<file path="src/rtl/mouse_pkg.sv">
// Shared definitions for the mouse cursor renderer: packet bit layout,
// default screen geometry, cursor colours and update FSM encoding.
package mouse_pkg;

    // Default visible screen geometry
    localparam int H_RES_DEF = 640;
    localparam int V_RES_DEF = 480;

    // PS/2 mouse status byte bit positions
    localparam int BIT_LEFT   = 0;
    localparam int BIT_RIGHT  = 1;
    localparam int BIT_MIDDLE = 2;
    localparam int BIT_XSIGN  = 4;
    localparam int BIT_YSIGN  = 5;
    localparam int BIT_XOVF   = 6;
    localparam int BIT_YOVF   = 7;

    // Cursor colours, {R,G,B} nibbles
    localparam logic [11:0] COLOR_LEFT   = 12'hF00;
    localparam logic [11:0] COLOR_RIGHT  = 12'h00F;
    localparam logic [11:0] COLOR_MIDDLE = 12'h0F0;
    localparam logic [11:0] COLOR_IDLE   = 12'hFFF;

    // Position update FSM encoding
    typedef enum logic [1:0] {
        ST_IDLE  = 2'd0,
        ST_ADD_X = 2'd1,
        ST_ADD_Y = 2'd2
    } state_t;

    // Cursor colour from the latched buttons; left beats right beats middle
    function automatic logic [11:0] cursor_color(input logic [2:0] btn);
        if (btn[BIT_LEFT])
            return COLOR_LEFT;
        else if (btn[BIT_RIGHT])
            return COLOR_RIGHT;
        else if (btn[BIT_MIDDLE])
            return COLOR_MIDDLE;
        else
            return COLOR_IDLE;
    endfunction

endpackage

</file>
<file path="src/rtl/delta_clamp.sv">
// One axis of cursor movement: adds (or subtracts) a 9-bit two's complement
// delta to a 10-bit position in 11-bit signed arithmetic and clamps the
// result into [0, LIMIT]. Purely combinational.
module delta_clamp #(
    parameter int LIMIT = 639
) (
    input  logic [9:0] pos,
    input  logic [8:0] delta,
    input  logic       subtract,
    output logic [9:0] result
);

    localparam logic signed [10:0] LIM = 11'(LIMIT);

    logic signed [10:0] pos_s;
    logic signed [10:0] delta_s;
    logic signed [10:0] sum;

    // Widen both operands, combine, then saturate instead of wrapping
    always_comb begin
        pos_s   = signed'({1'b0, pos});
        delta_s = signed'({{2{delta[8]}}, delta});
        if (subtract)
            sum = pos_s - delta_s;
        else
            sum = pos_s + delta_s;

        if (sum[10])
            result = '0;
        else if (sum > LIM)
            result = LIM[9:0];
        else
            result = sum[9:0];
    end

endmodule

</file>
<file path="src/rtl/mouse_cursor_render.sv">
// Mouse cursor renderer: accepts PS/2 mouse packets, moves a clamped cursor
// one axis per cycle, latches the cursor once per frame during vblank and
// overlays a coloured square on the VGA pixel stream.
//
// Handshake: PacketValid is a one-cycle strobe with no ready. A strobe seen
// while the FSM is IDLE is accepted; a strobe seen while Busy is dropped and
// counted in DropCount (saturating), leaving the update in flight untouched.
module mouse_cursor_render
    import mouse_pkg::*;
#(
    parameter int          H_RES       = H_RES_DEF,
    parameter int          V_RES       = V_RES_DEF,
    parameter int          CURSOR_SIZE = 8,
    parameter logic [11:0] BG_COLOR    = 12'h000
) (
    input  logic        Clk,
    input  logic        Reset,
    input  logic        PacketValid,
    input  logic [31:0] MouseState,
    input  logic        PixelTick,
    input  logic        VideoOn,
    input  logic [9:0]  PixelX,
    input  logic [9:0]  PixelY,
    output logic [11:0] RGB,
    output logic [9:0]  CursorX,
    output logic [9:0]  CursorY,
    output logic        Busy,
    output logic [7:0]  DropCount,
    output state_t      DbgState
);

    localparam logic [9:0] X_HOME = 10'(H_RES / 2);
    localparam logic [9:0] Y_HOME = 10'(V_RES / 2);
    localparam logic [9:0] VBLANK_LINE = 10'(V_RES);
    localparam logic [9:0] CSIZE = 10'(CURSOR_SIZE);

    state_t      state;
    logic [8:0]  dx;
    logic [8:0]  dy;
    logic        x_ovf;
    logic        y_ovf;
    logic [2:0]  btn;

    logic [9:0]  next_x;
    logic [9:0]  next_y;

    logic [9:0]  disp_x;
    logic [9:0]  disp_y;
    logic [2:0]  disp_btn;

    logic [9:0]  rel_x;
    logic [9:0]  rel_y;
    logic        hit;
    logic        vblank_latch;

    // Status bit 3 and the top byte carry nothing this block uses
    logic        unused_bits;
    assign unused_bits = ^{MouseState[31:24], MouseState[3]};

    assign DbgState = state;

    // Horizontal motion adds the delta
    delta_clamp #(.LIMIT(H_RES - 1)) u_clamp_x (
        .pos      (CursorX),
        .delta    (dx),
        .subtract (1'b0),
        .result   (next_x)
    );

    // Positive PS/2 Y moves up the screen, so it is subtracted
    delta_clamp #(.LIMIT(V_RES - 1)) u_clamp_y (
        .pos      (CursorY),
        .delta    (dy),
        .subtract (1'b1),
        .result   (next_y)
    );

    // Packet capture, one-axis-per-cycle update, and drop counting
    always_ff @(posedge Clk or posedge Reset) begin
        if (Reset) begin
            state     <= ST_IDLE;
            Busy      <= 1'b0;
            CursorX   <= X_HOME;
            CursorY   <= Y_HOME;
            dx        <= '0;
            dy        <= '0;
            x_ovf     <= 1'b0;
            y_ovf     <= 1'b0;
            btn       <= '0;
            DropCount <= '0;
        end else begin
            if (PacketValid && (state != ST_IDLE) && (DropCount != 8'hFF))
                DropCount <= DropCount + 8'd1;

            case (state)
                ST_IDLE: begin
                    if (PacketValid) begin
                        dx    <= {MouseState[BIT_XSIGN], MouseState[15:8]};
                        dy    <= {MouseState[BIT_YSIGN], MouseState[23:16]};
                        x_ovf <= MouseState[BIT_XOVF];
                        y_ovf <= MouseState[BIT_YOVF];
                        btn   <= {MouseState[BIT_MIDDLE], MouseState[BIT_RIGHT],
                                  MouseState[BIT_LEFT]};
                        state <= ST_ADD_X;
                        Busy  <= 1'b1;
                    end
                end
                ST_ADD_X: begin
                    if (!x_ovf)
                        CursorX <= next_x;
                    state <= ST_ADD_Y;
                end
                ST_ADD_Y: begin
                    if (!y_ovf)
                        CursorY <= next_y;
                    state <= ST_IDLE;
                    Busy  <= 1'b0;
                end
                default: begin
                    state <= ST_IDLE;
                    Busy  <= 1'b0;
                end
            endcase
        end
    end

    assign vblank_latch = PixelTick && (PixelX == 10'd0) && (PixelY == VBLANK_LINE);

    // Snapshot cursor once per frame so the drawn square never tears
    always_ff @(posedge Clk or posedge Reset) begin
        if (Reset) begin
            disp_x   <= X_HOME;
            disp_y   <= Y_HOME;
            disp_btn <= '0;
        end else if (vblank_latch) begin
            disp_x   <= CursorX;
            disp_y   <= CursorY;
            disp_btn <= btn;
        end
    end

    // Unsigned offsets wrap to large values left/above the cursor
    assign rel_x = PixelX - disp_x;
    assign rel_y = PixelY - disp_y;
    assign hit   = (rel_x < CSIZE) && (rel_y < CSIZE);

    // Pixel colour register, advancing only at pixel rate
    always_ff @(posedge Clk or posedge Reset) begin
        if (Reset) begin
            RGB <= '0;
        end else if (PixelTick) begin
            if (!VideoOn)
                RGB <= '0;
            else if (hit)
                RGB <= cursor_color(disp_btn);
            else
                RGB <= BG_COLOR;
        end
    end

endmodule

</file>
<file path="config.mk">
export PLATFORM = sky130hd
export DESIGN_NAME = mouse_cursor_render
export DESIGN_NICKNAME = d
export VERILOG_FILES = /design/src/rtl/mouse_pkg.sv /design/src/rtl/delta_clamp.sv /design/src/rtl/mouse_cursor_render.sv
export SDC_FILE = /design/constraint.sdc
export NUM_CORES = 1
export LEC_CHECK = 0
export ABC_CLOCK_PERIOD_IN_PS = 3750
export CAP_MARGIN = 20
export CELL_PAD_IN_SITES_DETAIL_PLACEMENT = 0
export CELL_PAD_IN_SITES_GLOBAL_PLACEMENT = 2
export CORE_ASPECT_RATIO = 0.7
export CORE_MARGIN = 5
export CORE_UTILIZATION = 35
export DETAILED_ROUTE_END_ITERATION = 10
export GPL_ROUTABILITY_DRIVEN = 0
export MAX_ROUTING_LAYER = met4
export PLACE_DENSITY = 0.87
export SYNTH_ARGS = -nofsm -noshare
export SYNTH_HDL_FRONTEND = slang
export SYNTH_SLANG_ARGS = --single-unit
</file>
<file path="constraint.sdc">
create_clock -name Clk -period 3.75 [get_ports Clk]
set_input_delay 0.75 -clock Clk [delete_from_list [all_inputs] [get_ports Clk]]
set_output_delay 0.75 -clock Clk [all_outputs]
set_load 0.01 [all_outputs]
</file>
---- After elaboration in Yosys (flattened, before gate mapping) ----
Index checks and enable logic that the tools add are counted.
storage, ports and cells
  bits of input ports ..................... 57
  register bits ........................... 89
  word-level logic and storage cells ...... 56
  output and inout bits ................... 43
operators by class
  bitwise logic cells ..................... 3
  multiplexer cells ....................... 13
  magnitude comparators ................... 4
  equality and inequality tests ........... 5
  add/sub/neg operators ................... 5
  reductions and logical operators ........ 12
operator list
  operator                                                                           number
  12-bit 2-to-1 mux                                                                  5
  10-bit 2-to-1 mux                                                                  4
  10-bit by 4-bit < comparator with 1-bit output, second input constant              2
  10-bit subtractor                                                                  2
  11-bit by 9-bit adder with 11-bit output                                           1
  11-bit by 10-bit greater-than comparator with 1-bit output, second input constant  1
  11-bit greater-than comparator, second input constant                              1
  11-bit by 9-bit subtractor with 11-bit output                                      1
  10-bit by 9-bit equality test with 1-bit output, second input constant             1
  10-bit logical NOT                                                                 1
  8-bit by 1-bit adder with 8-bit output, second input constant                      1
  8-bit inequality test, second input constant                                       1
  2-bit AND reduction                                                                4
  1-bit logical AND                                                                  5
  2-bit case mux with 2 select lines                                                 1
  1-bit NOT                                                                          3
  2-bit by 1-bit equality test with 1-bit output, second input constant              1
  2-bit equality test, second input constant                                         1
  2-bit logical NOT                                                                  1
  2-bit 2-to-1 mux                                                                   1
  2-bit inequality test, second input constant                                       1
  1-bit case mux with 2 select lines                                                 1
  2-bit nonzero test                                                                 1
  1-bit 2-to-1 mux                                                                   1

---- Longest topological paths before layout ----
  depth after elaboration ................. 5
  depth in mapped cells ................... 10
  depth with buffers taken out ............ 10

---- Cells and area by module ----
Synthesis repeated with hierarchy kept, for this count alone.
unflattened totals
  cell total of the unflattened synthesis .. 572
  area, all modules ....................... 5683.0 sq um
modules (own cells, without submodules)
  module                   cells each  seq. area each (sq um)  area an instance (sq um)  instances
  mouse_cursor_render      355         2016.9                  4013.8                    1
  delta_clamp (u_clamp_y)  112         0.0                     862.1                     1
  delta_clamp (u_clamp_x)  105         0.0                     807.0                     1

---- Worst setup path before layout ----
No wires, ideal clock.
  kind .................................... input -> register
  start ................................... input port PixelY[2]
  end ..................................... register RGB[10]
  path buffers ............................ 0
  data arrival time ....................... 2.369 ns
  setup time .............................. 0.083 ns
  stages .................................. 8
  slack ................................... 1.298 ns
  required time ........................... 3.667 ns
  path through ............................ ha_1 > a21o_1 > a31oi_2 > o21ba_2 > o21ai_0 > a222oi_1 > o2111ai_1 > o22ai_1
on the way
  word-level cells in the longest chain between the ends .. 5
ends and longest elaborated chain
  item                                            RTL line                    text
  start, declared                                 mouse_cursor_render.sv:23   input logic [9:0] PixelY,
  10-bit subtractor                               mouse_cursor_render.sv:144  assign rel_y = PixelY - disp_y;
  10-bit by 4-bit < comparator with 1-bit output  mouse_cursor_render.sv:145  assign hit = (rel_x < CSIZE) && (rel_y < CSIZE);
  1-bit logical AND                               mouse_cursor_render.sv:145
  12-bit 2-to-1 mux                               mouse_cursor_render.sv:154  else if (hit)
  12-bit 2-to-1 mux                               mouse_cursor_render.sv:152  if (!VideoOn)
  end signal, assigned                            mouse_cursor_render.sv:155  RGB <= cursor_color(disp_btn);
  end, declared                                   mouse_cursor_render.sv:24   output logic [11:0] RGB,
No other way between the ends.
A chain may end at the register's enable or synchronous reset.

---- Worst setup path after layout ----
Ends and elaborated chain as after synthesis.

==> results.py <==
metrics = {
    "yosys": {
        "synth_top_family_by_area": "compound AO/OA/AOI/OAI gates",
        "avgSynthCellArea_um2": 9.77,
        "synth_edf_count": 0,
        "synthFlopType": "dfrtp_1",
        "synth_area_leaders": "dfrtp_1 35%, ha_1 9.5%, dfstp_2 6.4%, mux2_2 4.8%, nand2_1 4.2%",
        "synthAdderAreaFrac_pct": 10.3,
        "synthMuxAreaShare_pct": 5.44,
        "syn_nets": 597,
        "ys.warnings.count": 0,
        "netlist.area_leader.share_pct": 34.8,
        "yosysSeqAreaShare_pct": 41.2,
        "async_flop_share_pct": 100,
        "synth-xor-area-share_pct": 4.83,
        "synth_simple_gate_area_share_pct": 14.4,
        "ys_types": 64,
        "syn_inst": 501,
        "yosys.area.top_type": "dfrtp_1",
        "ys_seq_elements": 80,
        "syn_area_mm2": 0.00490,
        "synth-compound-area-share_pct": 18.2,
    },
    "critical_path": {
        "r2r_start": "CursorY[0]$_DFFE_PP0P_",
        "cp.buffers_inverters": 1,
        "cpPeakStageDelay_ns": 0.49,
        "rr_worst_depth": 10,
        "crit-reg2reg-capture": "CursorY[3]$_DFFE_PP0P_",
        "start_kind": "input pin",
        "cp_cell_sequence": "clkdlybuf4s50_1 > ha_1 > a21o_1 > a31oi_2 > o21ba_2 > o21ai_0 > a222oi_1 > o2111ai_1 > o22ai_1",
        "crit_required_ns": 4.00,
        "cp_max_fo": 6,
        "cp.depth": 9,
        "critPathCaptureType": "register",
        "worst_path_max_delay_cell": "a222oi_1",
        "arrival_ns": 3.16,
        "path_delay_family": "compound AO/OA/AOI/OAI gates",
        "r2r_setup_slack_ns": 0.99,
        "crit_type": "in -> reg",
    },
    "clock_network": {
        "cts_tree": "done",
        "cts_buffer_depth": 2,
        "cts-resized-gates": 0,
        "clkTransAtPathRegs_ns": 0.07,
        "cts_hold_buf": 0,
        "cts_root_buf": "clkbuf_16",
        "clk_latency_ns": 0.33,
        "h-tree-depth": 3,
        "post_cts_buffers": 0,
        "numCtsBuffers": 9,
        "cts.sinks": 80,
    },
    "power_and_ir_drop": {
        "power_density_mw_per_mm2": 675,
        "ir_drop_mv": 0.337,
        "power_leakage_nw": 2.77,
        "p_total_w": 0.00423,
    },
    "min_path": {
        "hp-class": "reg -> reg",
        "hold_depth": 1,
        "hp-start": "btn[2]$_DFFE_PP0P_",
        "hold_end": "disp_btn[2]$_DFFE_PP0P_",
    },
    "sta": {
        "slew_viol_final": 0,
        "fmax_mhz": 343,
        "setup_violations": 0,
        "fin_crit_sh_pct": 77.7,
        "tightest_slew_ns": 0.651,
        "setup_tns_ns": 0,
        "rsz0062_at_grt": "no",
        "worst_clock_skew_ns": 0.00764,
        "hold_viol_final": 0,
        "max_slew_margin_pct": 56.5,
        "fin_crit_ns": 2.91,
    },
    "placed_design": {
        "place_hpwl_mm": 9.49,
        "io_buffers": 90,
        "placedCellCount": 764,
    },
    "route": {
        "dr.max_layer_used": "met4",
        "route.detailed.drc": 0,
        "wl_met3_um": 828,
        "drtIter0Drc": 155,
        "drt-pass1-iter-count": 5,
        "detail-route-antenna-nets": 0,
        "viasPerCell": 5.05,
        "drt-met1-wl_mm": 6.48,
        "wl_per_cell_um": 15.8,
        "vias": 3946,
        "routed_wl_mm": 12.4,
        "met2_length_mm": 5.02,
    },
    "status": {
        "status": "complete, no violations",
    },
    "finish": {
        "finalNetCount": 681,
        "layout-drive-gt1-share_pct": 11.9,
        "fin_util_pct": 45.3,
        "fin_cells": 781,
        "syn_to_final_growth_pct": 28.0,
    },
    "grt": {
        "grt_pass1_wl_mm": 20.0,
        "grt_pass1_vias": 3811,
        "grt_max_degree": 53,
        "antenna_found_initial": 1,
        "overflow": 0,
        "grt_usage_pct": 15.9,
    },
    "floorplan": {
        "core-area_mm2": 0.0138,
        "start_util_pct": 35.4,
        "io-pin-count": 100,
        "die_h_um": 109,
        "fp.dieArea_mm2": 0.0165,
        "die_w_um": 151,
        "row_count": 36,
    },
    "job": {
        "drv_cap": 0,
    },
}
==> routing by layer <==
layer / global-route usage (%) / vias to the layer above
li1: - / 1958
met2: 21.1 / 102
met4: 3.17 / 0
met1: 24.0 / 1880
met3: 4.28 / 6
met5: - / -
==> cell type report <==
class / instances / area [um2]
sequential: 80 / 2020
timing repair buffer: 93 / 936
inverter: 41 / 154
fill: 1335 / 7560
clock inverter: 7 / 81.3
clock buffer: 9 / 225
tap: 190 / 238
multi-input combinational: 360 / 2610
antenna: 1 / 2.50
==> Yosys cell counts (7+ instances only) <==
| cell type | number |
|---|---|
| nor2_1 | 30 |
| o2111ai_1 | 7 |
| a21o_1 | 12 |
| inv_1 | 41 |
| o21ai_0 | 37 |
| nand2_1 | 55 |
| nand2b_1 | 8 |
| dfrtp_1 | 68 |
| clkbuf_1 | 7 |
| mux2_2 | 21 |
| a21oi_1 | 10 |
| ha_1 | 37 |
| xor2_1 | 12 |
| nor3_1 | 8 |
| xnor2_1 | 15 |
| nand4_1 | 7 |
| buf_4 | 9 |
| dfstp_2 | 12 |
==> worst max-delay path by stage <==
stage,from,endpoint,slack [ns]
after CTS,PixelY[2],RGB[10]$_DFFE_PP0P_,0.84
after global placement,PixelY[2],RGB[7]$_DFFE_PP0P_,0.59
after global routing,PixelY[2],RGB[10]$_DFFE_PP0P_,0.59
final,PixelY[2],RGB[10]$_DFFE_PP0P_,0.84
after detailed placement,PixelY[2],RGB[10]$_DFFE_PP0P_,0.49
after floorplan,Reset,Busy$_DFFE_PP0P_,0.97
==> cells by family (layout without fill, tap and decap cells) <==
group	count (synthesis)	after routing
AO/OA/AOI/OAI	125	125
XOR/XNOR	27	27
adder cells (fa/ha/maj)	39	39
buffers and inverters	61	150
flip-flops	80	80
multiplexers	24	24
other	0	1
AND/OR/NAND/NOR	145	145
==> through the flow <==
step | hold slack, ns | instance area [um2] | setup slack [ns]
after floorplan | 0.446 | 4900 | 0.968
after global placement | 0.476 | 5960 | 0.591
after detailed placement | 0.488 | 5960 | 0.494
after CTS | 0.502 | 6260 | 0.845
after global routing | 0.522 | 6270 | 0.587
final | 0.500 | 6270 | 0.837
==> power by group <==
part           internal [W]  switching (W)  total (W)
combinational      0.000979        0.00102    0.00200
sequential          0.00108       0.000255    0.00133
clock              0.000523       0.000375   0.000897
==> state kept, by name, indices dropped and copies added (netlist names), 2 cells and up <==
signal / cells
btn: 3
dx: 9
DbgState: 2
disp_x: 10
DropCount: 8
RGB: 3
disp_y: 10
CursorY: 10
dy: 9
disp_btn: 3
CursorX: 10
==> layout by cell type, fill, tap and decap left out, types with 4 or more instances in the layout <==
cell             netlist  layout
clkdlybuf4s50_1        0      90
o21ai_0               37      37
xor2_1                12      12
nand3_1                6       6
a311oi_1               6       6
o21a_1                 5       5
clkbuf_16              0       9
nor2b_1                5       5
nand3b_1               4       4
nand4_1                7       7
nand2b_1               8       8
dfstp_2               12      12
ha_1                  37      37
nor3_1                 8       7
xnor2_1               15      15
a21o_1                12      12
o2111ai_1              7       7
nor2_1                30      30
dfrtp_1               68      68
o31ai_1                6       6
a22oi_1                5       5
mux2_2                21      21
nor4_1                 4       4
inv_1                 41      40
a21oi_1               10      10
nand2_1               55      55
a31oi_1                5       5
Power figures use the tool's default switching activity.
